File: src/rtl/fetch_unit.sv
`default_nettype none
// ============================================================================
// Module   : fetch_unit
// Purpose  : Producer side of the IF/ID interface. Owns the fetch PC, issues
//            in-order requests to instruction memory under a credit limit,
//            buffers responses in a small queue and presents the head entry
//            to the decode-stage pipeline register. A redirect flushes the
//            queue and drops every response of the old stream still in flight.
// Ports    : CLK, RESET (async, active high)
//            StallF, RedirectE, RedirectPC       - pipeline control
//            IMemReq, IMemAddr, IMemGnt          - request channel
//            IMemRValid, IMemRData               - in-order response channel
//            InstrF, PCF, ValidF                 - head of fetch queue
//            PerfFetched, PerfDropped            - only with FETCH_PERF_EN
// Config   : `define FETCH_PERF_EN adds dequeue / drop event counters.
// Revision : 1.0 - initial release
// ============================================================================
module fetch_unit #(
  parameter logic [31:0] RESET_PC = 32'h0000_0000,
  parameter int          DEPTH    = 4
) (
  input  logic        CLK,
  input  logic        RESET,
  input  logic        StallF,
  input  logic        RedirectE,
  input  logic [31:0] RedirectPC,
  output logic        IMemReq,
  output logic [31:0] IMemAddr,
  input  logic        IMemGnt,
  input  logic        IMemRValid,
  input  logic [31:0] IMemRData,
  output logic [31:0] InstrF,
  output logic [31:0] PCF,
  output logic        ValidF
`ifdef FETCH_PERF_EN
  ,
  output logic [31:0] PerfFetched,
  output logic [31:0] PerfDropped
`endif
);

  localparam int          CW      = $clog2(DEPTH + 1);
  localparam int          PW      = $clog2(DEPTH);
  localparam logic [CW:0] C_DEPTH = (CW + 1)'(DEPTH);
  localparam logic [31:0] C_NOP   = 32'h0000_0013;

  logic [31:0]   r_fetch_pc;
  logic [CW-1:0] r_count;
  logic [CW-1:0] r_outst;
  logic [CW-1:0] r_discard;
  logic [PW-1:0] r_q_head;
  logic [PW-1:0] r_q_tail;
  logic [PW-1:0] r_t_head;
  logic [PW-1:0] r_t_tail;

  logic [31:0]   r_q_instr [DEPTH];
  logic [31:0]   r_q_pc    [DEPTH];
  logic [31:0]   r_tag     [DEPTH];

  logic [CW:0]   w_occupancy;
  logic          w_req;
  logic          w_xfer;
  logic          w_rsp;
  logic          w_enq;
  logic          w_drop;
  logic          w_deq;
  logic [CW-1:0] w_outst_next;

  // Queued plus outstanding never exceeds DEPTH, so the queue cannot overflow.
  assign w_occupancy = {1'b0, r_count} + {1'b0, r_outst};
  assign w_req       = !RESET && (w_occupancy < C_DEPTH) && !RedirectE;
  assign w_xfer      = w_req && IMemGnt;

  // A response with nothing outstanding is a protocol error and is ignored.
  assign w_rsp  = IMemRValid && (r_outst != '0);
  // Responses of an abandoned stream, or arriving during a redirect, are dropped.
  assign w_enq  = w_rsp && (r_discard == '0) && !RedirectE;
  assign w_drop = w_rsp && !w_enq;
  assign w_deq  = ValidF && !StallF && !RedirectE;

  // w_xfer is 0 in a redirect cycle, so this is also the live in-flight
  // count after the edge that the discard counter must absorb.
  assign w_outst_next = r_outst + CW'(w_xfer) - CW'(w_rsp);

  assign IMemReq  = w_req;
  assign IMemAddr = r_fetch_pc;
  assign ValidF   = (r_count != '0);
  assign InstrF   = ValidF ? r_q_instr[r_q_head] : C_NOP;
  assign PCF      = ValidF ? r_q_pc[r_q_head]    : 32'h0;

  always_ff @(posedge CLK or posedge RESET) begin
    if (RESET) begin
      r_fetch_pc <= RESET_PC;
      r_count    <= '0;
      r_outst    <= '0;
      r_discard  <= '0;
      r_q_head   <= '0;
      r_q_tail   <= '0;
      r_t_head   <= '0;
      r_t_tail   <= '0;
    end else begin
      r_outst <= w_outst_next;

      // Tag FIFO tracks every request in flight regardless of discard state.
      if (w_xfer) r_t_tail <= r_t_tail + 1'b1;
      if (w_rsp)  r_t_head <= r_t_head + 1'b1;

      if (RedirectE) begin
        r_fetch_pc <= RedirectPC;
        r_count    <= '0;
        r_q_head   <= '0;
        r_q_tail   <= '0;
        r_discard  <= w_outst_next;
      end else begin
        if (w_xfer) r_fetch_pc <= r_fetch_pc + 32'd4;
        r_count <= r_count + CW'(w_enq) - CW'(w_deq);
        if (w_enq) r_q_tail <= r_q_tail + 1'b1;
        if (w_deq) r_q_head <= r_q_head + 1'b1;
        if (w_rsp && (r_discard != '0)) r_discard <= r_discard - 1'b1;
      end
    end
  end

  // Payload storage needs no reset; occupancy is tracked by the counters.
  always_ff @(posedge CLK) begin
    if (w_xfer) r_tag[r_t_tail] <= r_fetch_pc;
    if (w_enq) begin
      r_q_instr[r_q_tail] <= IMemRData;
      r_q_pc[r_q_tail]    <= r_tag[r_t_head];
    end
  end

`ifdef FETCH_PERF_EN
  logic [31:0] w_drop_inc;

  // Flushed queue entries and dropped responses can coincide in one cycle.
  assign w_drop_inc = (RedirectE ? 32'(r_count) : 32'd0) + 32'(w_drop);

  always_ff @(posedge CLK or posedge RESET) begin
    if (RESET) begin
      PerfFetched <= '0;
      PerfDropped <= '0;
    end else begin
      PerfFetched <= PerfFetched + 32'(w_deq);
      PerfDropped <= PerfDropped + w_drop_inc;
    end
  end
`endif

  a_no_orphan_rsp: assert property (@(posedge CLK) disable iff (RESET)
    !(IMemRValid && (r_outst == '0)));

endmodule
`default_nettype wire

File: config.mk
export PLATFORM = sky130hd
export DESIGN_NAME = fetch_unit
export DESIGN_NICKNAME = d
export VERILOG_FILES = /design/src/rtl/fetch_unit.sv
export SDC_FILE = /design/constraint.sdc
export NUM_CORES = 1
export LEC_CHECK = 0
export BUFFER_PORTS_ARGS = -buffer_cell sky130_fd_sc_hd__buf_2
export CAP_MARGIN = 20
export CORE_ASPECT_RATIO = 1.1
export CORE_MARGIN = 2
export CORE_UTILIZATION = 30
export CTS_CLUSTER_DIAMETER = 30
export DETAILED_ROUTE_END_ITERATION = 7
export GPL_TIMING_DRIVEN = 0
export SLEW_MARGIN = 20
export SYNTH_ARGS = -nofsm -noshare
export SYNTH_HDL_FRONTEND = slang
export SYNTH_SLANG_ARGS = --single-unit
export TNS_END_PERCENT = 10
File: constraint.sdc
create_clock -name CLK -period 6.3 [get_ports CLK]
set_clock_uncertainty 0.1 [all_clocks]
set_input_delay 0.315 -clock CLK [delete_from_list [all_inputs] [get_ports CLK]]
set_output_delay 0.315 -clock CLK [all_outputs]
set_load 0.05 [all_outputs]
==> flow_summary.toml, run 1 <==
[outcome]
outcome = "finished clean"

[cells_and_area]
instances_no_fill = 2043
area_delta_synth_final_pct = 33.2
nNetsFinal = 1313
final_core_util_pct = 40.6
layout_common_cells = "edfxtp_1, buf_2, mux4_2"
drive_gt1_share_pct = 35.5
stdcell_area_mm2 = 0.0228
layout_commonest_cell = "edfxtp_1"
n_antenna_cell = 0

[job]
max-cap-violations = 0

[yosys]
ys_async_sr_fraction_pct = 11.3
syn-cell-area_mm2 = 0.0171
synth_edf_count = 384
synth_area_per_cell_um2 = 19.2
ys_ff_latch = 433
ys_seq_area_share_pct = 74.5
synthCells = 894
synthFlopType = "edfxtp_1"
ys.warnings.count = 0
synth_cell_types = 52
syn-num-nets = 983

[placement]
dp.cells = 1813
dp_worst_setup_slack_ns = 2.94
post_dp_cell_area_mm2 = 0.0191
place_congestion = 0.864
portBuffers = 167
dp.final_hpwl_um = 25900

[sta]
final_max_slew_viol_count = 0
setup_viol = 0
hold_ws_ns = 0.0622
worstMarginPinSlew_ns = 0.976
timing.final.crit_share_pct = 55.0
setup_slack_ns = 2.83
fin_crit_ns = 3.47
rsz0062_at_grt = "no"
setup-tns-final_ns = 0
max_freq_mhz = 288
slew_headroom_pct = 34.8
finalHoldViolations = 0

[routing]
drt_iter0_drc = 556
wl_per_cell_um = 19.9
vias = 9606
drc_errors = 0
drt-total-wl_um = 40600
final_antenna_net_count = 0
routed_via_density = 4.70
dr.pass1.iters = 5

[worst_hold_path]
hold_class = "in2reg"

[cts]
cts_max_path_buffers = 3
htree_levels = 3
hold_buffers = 65
clockRootBuffer = "clkbuf_16"
clk_pin_slew_ns = 0.04
cts_tree = "done"
cts_buffers = 88
post_cts_resized = 0
post_cts.repair.setup_buffers = 0
numClockSinks = 433
insertion_delay_ns = 0.61

[setup_path]
crit_type = "reg2out"
crit_required_ns = 5.88
cp.arrival_ns = 3.05
crit_fanout = 10
crit_path_end_kind = "output port"
startpoint_type = "flop"

[floorplan]
dieArea_mm2 = 0.0590
start_util_pct = 30.5
die_w_um = 232
die_height_um = 255
core_area_mm2 = 0.0562
placementRows = 91
io_pins = 168

[pwr]
total_power_mw = 11.0
cellLeakagePower_nw = 8.11
peakVddDrop_uv = 236
powerDensity_mw_per_mm2 = 480

[global_route]
grt_max_degree = 50
antenna_found_initial = 3
track_usage_pct = 13.9
first_global_vias = 10200
grt_pass1_wl_um = 61000
overflow = 0
-- cell families after synthesis --
| kind of cell | synth area share [%] |
|---|---|
| compound gates | 2.62 |
| xor+xnor | 0.562 |
| fa+ha+maj | 1.47 |
| buf+inv | 1.50 |
| flops | 74.5 |
| mux | 13.0 |
| simple gates | 6.40 |
-- critical path: stages, from the launching register on --
cell and delay [ns]:
dfrtp_1 0.33, clkbuf_1 0.65, clkbuf_1 0.64, mux4_2 0.45, and2_1 0.18, buf_2 0.20
-- registers in the layout, indices dropped and copies added, names as in the netlist, 3 cells and up --
register,count
IMemAddr,32
r_discard,3
r_tag,128
r_count,3
r_outst,3
r_q_instr,128
r_q_pc,128
-- power breakdown --
| part | switching [mW] | internal [mW] |
|---|---|---|
| registers | 0.138 | 3.46 |
| clock network | 1.58 | 3.08 |
| logic | 1.79 | 0.902 |
| total | 3.51 | 7.44 |
-- cells in the mapped netlist, types with 11 or more instances --
library cell / instances / area [µm²]
buf_2: 11 / 55.1
clkbuf_1: 26 / 97.6
and2_1: 68 / 425
nand3_1: 17 / 85.1
ha_1: 17 / 213
edfxtp_1: 384 / 11500
nor2_1: 23 / 86.3
dfrtp_1: 49 / 1230
nand2_1: 45 / 169
inv_1: 20 / 75.1
mux4_2: 96 / 2160
o21ai_0: 19 / 95.1
-- path summary, 6_finish.rpt --
check                                   startpoint                       end  slack [ns]  depth (start not counted)
min in group asynchronous                    RESET  IMemAddr[24]$_DFFE_PP0N_        0.31                          3
hold / removal                              StallF   r_q_head[0]$_DFFE_PP0P_        0.06                          4
setup reg to reg              r_count[1]$_DFF_PP0_  r_discard[2]$_DFFE_PP0P_        2.92                         14
max in group asynchronous                    RESET   IMemAddr[1]$_DFFE_PP0P_        5.31                          3
hold reg to reg            IMemAddr[0]$_DFFE_PP0P_     r_tag[3][0]$_DFFE_PP_        0.46                          0
setup / recovery           r_q_head[1]$_DFFE_PP0P_                   PCF[12]        2.83                          5
-- routing by layer --
layer  GRT usage, %  routed length [µm]  part of all wire (%)
met5              0                   0                     0
met4           5.20                 907                   2.2
met3           3.14                2330                   5.7
met2           23.1               20100                    49
met1           17.9               17300                    43
-- area by class of cell --
type,count,area [µm²]
tap,744,931
multi-input combinational,398,4150
sequential,433,12800
clock inverter,63,736
inverter,22,85.1
timing repair buffer,240,1650
buffer,41,175
clock buffer,102,2340
fill,5102,33400
No activity file was read; power rests on OpenSTA's default activity.
==> run 2, diff against run 1 <==
clock period = 3 ns   (was 6.3 ns; I/O delays follow)
==> flow_summary.toml, run 2 (synthesis results as in run 1) <==
[outcome]
outcome = "finished clean"

[worst_hold_path]
hold_class = "in2reg"
min-delay-start = "IMemGnt"

[floorplan]
die_w_um = 232
core_area_mm2 = 0.0562
placementRows = 91
dieArea_mm2 = 0.0590
io_pins = 168
start_util_pct = 30.5
die_height_um = 255

[setup_path]
crit_required_ns = 2.75
critPathSlowestCell = "nor3_4"
crit_family = "buffers and inverters"
critPathBufInv = 4
crit_fanout = 10
cp.arrival_ns = 2.66
crit_path_end_kind = "output port"
crit_type = "reg2out"
timing.critical_path.from = "r_count[1]$_DFF_PP0_"
startpoint_type = "flop"
r2r-start = "r_count[2]$_DFF_PP0_"
critPathMaxStageDelay_ns = 0.51
cp_cell_sequence = "nor3_4 -> clkinvlp_4 -> buf_4 -> clkbuf_1 -> and2_1 -> buf_2"

[routing]
drt-total-wl_um = 40900
final_antenna_net_count = 0
dr.pass1.iters = 5
routed_via_density = 4.69
drt_iter0_drc = 591
wl_per_cell_um = 20.0
vias = 9605
drc_errors = 0

[placement]
dp.final_hpwl_um = 26000
portBuffers = 167
place_congestion = 0.848
dp_worst_setup_slack_ns = -0.263

[global_route]
grt_pass1_wl_um = 61900
overflow = 0
first_global_vias = 10300
track_usage_pct = 14.1
antenna_found_initial = 2
grt_max_degree = 50

[sta]
finalHoldViolations = 0
final_max_slew_viol_count = 0
worstMarginPinSlew_ns = 0.688
setup-tns-final_ns = 0
timing.final.crit_share_pct = 96.9
max_freq_mhz = 344
slew_headroom_pct = 54.1
setup_viol = 0
fin_crit_ns = 2.91
rsz0062_at_grt = "yes"
hold_ws_ns = 0.133
setup_slack_ns = 0.0942

[cells_and_area]
n_antenna_cell = 0
fillers = 5080
area_delta_synth_final_pct = 33.7
multi_input_area_mm2 = 0.00418
ff_latch_area_mm2 = 0.0128
layout_common_cells = "edfxtp_1, buf_2, mux4_2"
layout_commonest_cell = "edfxtp_1"
nNetsFinal = 1318
reg_top3 = "r_q_instr (128), r_q_pc (128), r_tag (128)"
drive_gt1_share_pct = 35.2

[pwr]
peakVddDrop_uv = 413
cellLeakagePower_nw = 8.15
powerDensity_mw_per_mm2 = 1010

[cts]
cts_max_path_buffers = 3
clk_pin_slew_ns = 0.04
cts_tree = "done"
numClockSinks = 433
insertion_delay_ns = 0.60
cts_buffers = 86
clockRootBuffer = "clkbuf_16"
htree_levels = 3

[job]
max-cap-violations = 0
==> run 2: cell count changes in the layout (fill, tap and decap cells not counted), moves of 6 or more <==
cell / delta
clkinv_1: +12
clkbuf_2: +8
clkbuf_1: -7
clkinv_2: -7
clkinv_4: -7
buf_4: +6
dlygate4sd3_1: +6
==> run 2: layout make-up <==
cell class,count,area share [%]
multi-input cells,398,18.3
plain buffers,40,0.852
inverters,22,0.399
clock buffers,103,10.2
clock inverters,58,2.94
well taps,744,4.06
flip-flops and latches,433,55.7
repair buffers,248,7.64
==> run 2: power by group <==
group | switching (mW) | internal [mW]
clock | 3.08 | 6.64
combinational | 3.78 | 1.98
sequential | 0.302 | 7.27
total | 7.16 | 15.9
==> run 2: worst min-delay path: stages <==
cell      delay [ns]
buf_2           0.10
and4_1          0.14
buf_4           0.15
nand2_1         0.11
o311ai_0        0.11
==> run 2: worst paths after layout <==
kind	end	slack, ns	cells after the start
max in group asynchronous	IMemAddr[4]$_DFFE_PP0N_	2.18	3
setup / recovery	InstrF[12]	0.09	6
setup reg to reg	r_discard[2]$_DFFE_PP0P_	0.18	13
min in group asynchronous	IMemAddr[12]$_DFFE_PP0N_	0.17	3
hold reg to reg	r_discard[1]$_DFFE_PP0P_	0.46	2
hold / removal	IMemAddr[14]$_DFFE_PP0N_	0.13	5
==> run 2: metal layers <==
layer  share of wire (%)  global-route usage (%)  up-vias
met2                  50                    23.8      307
met5                   0                       0        -
li1                    -                       -     4288
met3                 5.5                    3.03       84
met4                 2.4                    5.93        0
met1                  42                    17.6     4926
==> run 2: metrics by stage <==
stage | std cells | util, % | cell area (µm²) | power, mW
final | 2046 | 40.7 | 22900 | 23.1
after global routing | 2046 | 40.7 | 22900 | 24.0
after CTS | 2046 | 40.7 | 22900 | 23.3
after detailed placement | 1813 | 34.0 | 19100 | 13.4
after global placement | 1805 | 33.6 | 18900 | 13.3
after floorplan | 894 | - | 17100 | 11.7
==> run 2: what timing repair did <==
item                                   4_1_cts  5_1_grt
hold buffers                                71        0
endpoints found under the hold margin      213        0
buffers inserted                             2        0
setup endpoints to repair                   68      125
pin swaps                                    0        1
gates resized for setup                     13       16
gates cloned                                 0        0
==> run 3, diff against run 2 <==
CTS_BUF_LIST = sky130_fd_sc_hd__clkbuf_8   (was default)
==> flow_summary.toml, run 3 (synthesis results as in run 1) <==
[global_route]
grt_pass1_wl_um = 61200
antenna_found_initial = 2
track_usage_pct = 13.9
grt_max_degree = 50
overflow = 0
first_global_vias = 10200

[cts]
cts_buffers = 86
htree_levels = 3
cts_max_path_buffers = 3
insertion_delay_ns = 0.64
clk_pin_slew_ns = 0.05
cts_tree = "done"
numClockSinks = 433
clockRootBuffer = "clkbuf_8"

[sta]
setup_viol = 0
finalHoldViolations = 0
timing.final.crit_share_pct = 96.7
max_freq_mhz = 345
rsz0062_at_grt = "yes"
final_max_slew_viol_count = 0
slew_headroom_pct = 51.6
fin_crit_ns = 2.90
hold_ws_ns = 0.0910
worstMarginPinSlew_ns = 0.727
setup_slack_ns = 0.0986

[placement]
portBuffers = 167
dp.final_hpwl_um = 26000
dp_worst_setup_slack_ns = -0.263
place_congestion = 0.848

[cells_and_area]
area_delta_synth_final_pct = 26.8
layout_commonest_cell = "edfxtp_1"
n_antenna_cell = 0
drive_gt1_share_pct = 34.6
nNetsFinal = 1322
reg_top3 = "r_q_instr (128), r_q_pc (128), r_tag (128)"
final_core_util_pct = 38.6
fillers = 5214
layout_common_cells = "edfxtp_1, buf_2, mux4_2"

[routing]
drt-total-wl_um = 40500
vias = 9576
drc_errors = 0
drt_iter0_drc = 578
dr.pass1.iters = 7
wl_per_cell_um = 19.8
routed_via_density = 4.68
final_antenna_net_count = 0

[floorplan]
placementRows = 91
start_util_pct = 30.5
die_w_um = 232
die_height_um = 255
io_pins = 168
core_area_mm2 = 0.0562
dieArea_mm2 = 0.0590

[setup_path]
startpoint_type = "flop"
crit_type = "reg2reg"
critPathBufInv = 1
critPathSlowestCell = "dfrtp_1"
crit_path_end_kind = "flop"
cp_cell_sequence = "nand4_1 -> nor2_1 -> nand2_1 -> or4_1 -> o211ai_1 -> dlygate4sd3_1"
crit_required_ns = 3.47
rrSetupSlack_ns = 0.1
crit_family = "simple AND/OR/NAND/NOR gates"
critPathMaxStageDelay_ns = 0.61
cp.arrival_ns = 3.37
crit_fanout = 9

[pwr]
cellLeakagePower_nw = 7.66
powerDensity_mw_per_mm2 = 890
peakVddDrop_uv = 392
total_power_mw = 19.3

[job]
max-cap-violations = 0

[outcome]
outcome = "finished clean"

[worst_hold_path]
hold_class = "in2reg"
-- run 3: repair_timing --
item | 4_1_cts | 5_1_grt
gates resized for setup | 14 | 14
endpoints found under the setup margin | 79 | 127
pin swaps | 1 | 2
buffers inserted | 2 | 1
hold endpoints to repair | 213 | 0
hold buffers | 74 | 0
gates cloned | 0 | 0
-- run 3: path summary, 6_finish.rpt --
path                                       endpoint  depth (start not counted)                startpoint
max reg2reg                IMemAddr[21]$_DFFE_PP0N_                          6  IMemAddr[16]$_DFFE_PP0N_
min reg2reg                r_discard[1]$_DFFE_PP0P_                          2  r_discard[1]$_DFFE_PP0P_
min in group asynchronous  IMemAddr[28]$_DFFE_PP0N_                          3                     RESET
max                        IMemAddr[21]$_DFFE_PP0N_                          6  IMemAddr[16]$_DFFE_PP0N_
max in group asynchronous  IMemAddr[14]$_DFFE_PP0N_                          3                     RESET
min                        IMemAddr[14]$_DFFE_PP0N_                          5                   IMemGnt
-- run 3: worst register-to-register path, cell delays in order (launching register included) --
cell and delay [ns]:
dfrtp_1 0.61, nand4_1 0.35, nor2_1 0.45, nand2_1 0.17
or4_1 0.51, o211ai_1 0.10, dlygate4sd3_1 0.57
-- run 3: area by class of cell --
cell class,count,area [µm²],share of cell area (%)
tap,744,931,4.29
clock buffer,90,1240,5.70
sequential,433,12800,58.7
timing repair buffer,252,1800,8.30
buffer,40,196,0.904
inverter,22,91.3,0.421
clock inverter,68,518,2.38
multi-input combinational,398,4180,19.3
-- run 3: where the power goes --
group | leakage [nW] | internal [mW] | switching (mW)
clock network | 0.932 | 3.42 | 2.55
registers | 4.06 | 7.26 | 0.299
logic | 2.67 | 2.03 | 3.78
total | 7.66 | 12.7 | 6.63
-- run 3: metal layers --
| layer | GRT usage (%) | up-vias | routed length (µm) |
|---|---|---|---|
| met3 | 3.05 | 77 | 2270 |
| met5 | 0 | - | 0 |
| li1 | - | 4291 | - |
| met4 | 6.12 | 0 | 944 |
| met2 | 23.5 | 328 | 20300 |
| met1 | 17.3 | 4880 | 17000 |
-- run 3: metrics by stage --
step	area, µm²	cells	setup TNS [ns]
4_1_cts	21700	2046	-1.34
3_5_place_dp	19100	1813	-0.725
3_3_place_gp	18900	1805	-556.14
5_1_grt	21700	2047	-0.0610
2_1_floorplan	17100	894	-63.30
6_report	21700	2047	0
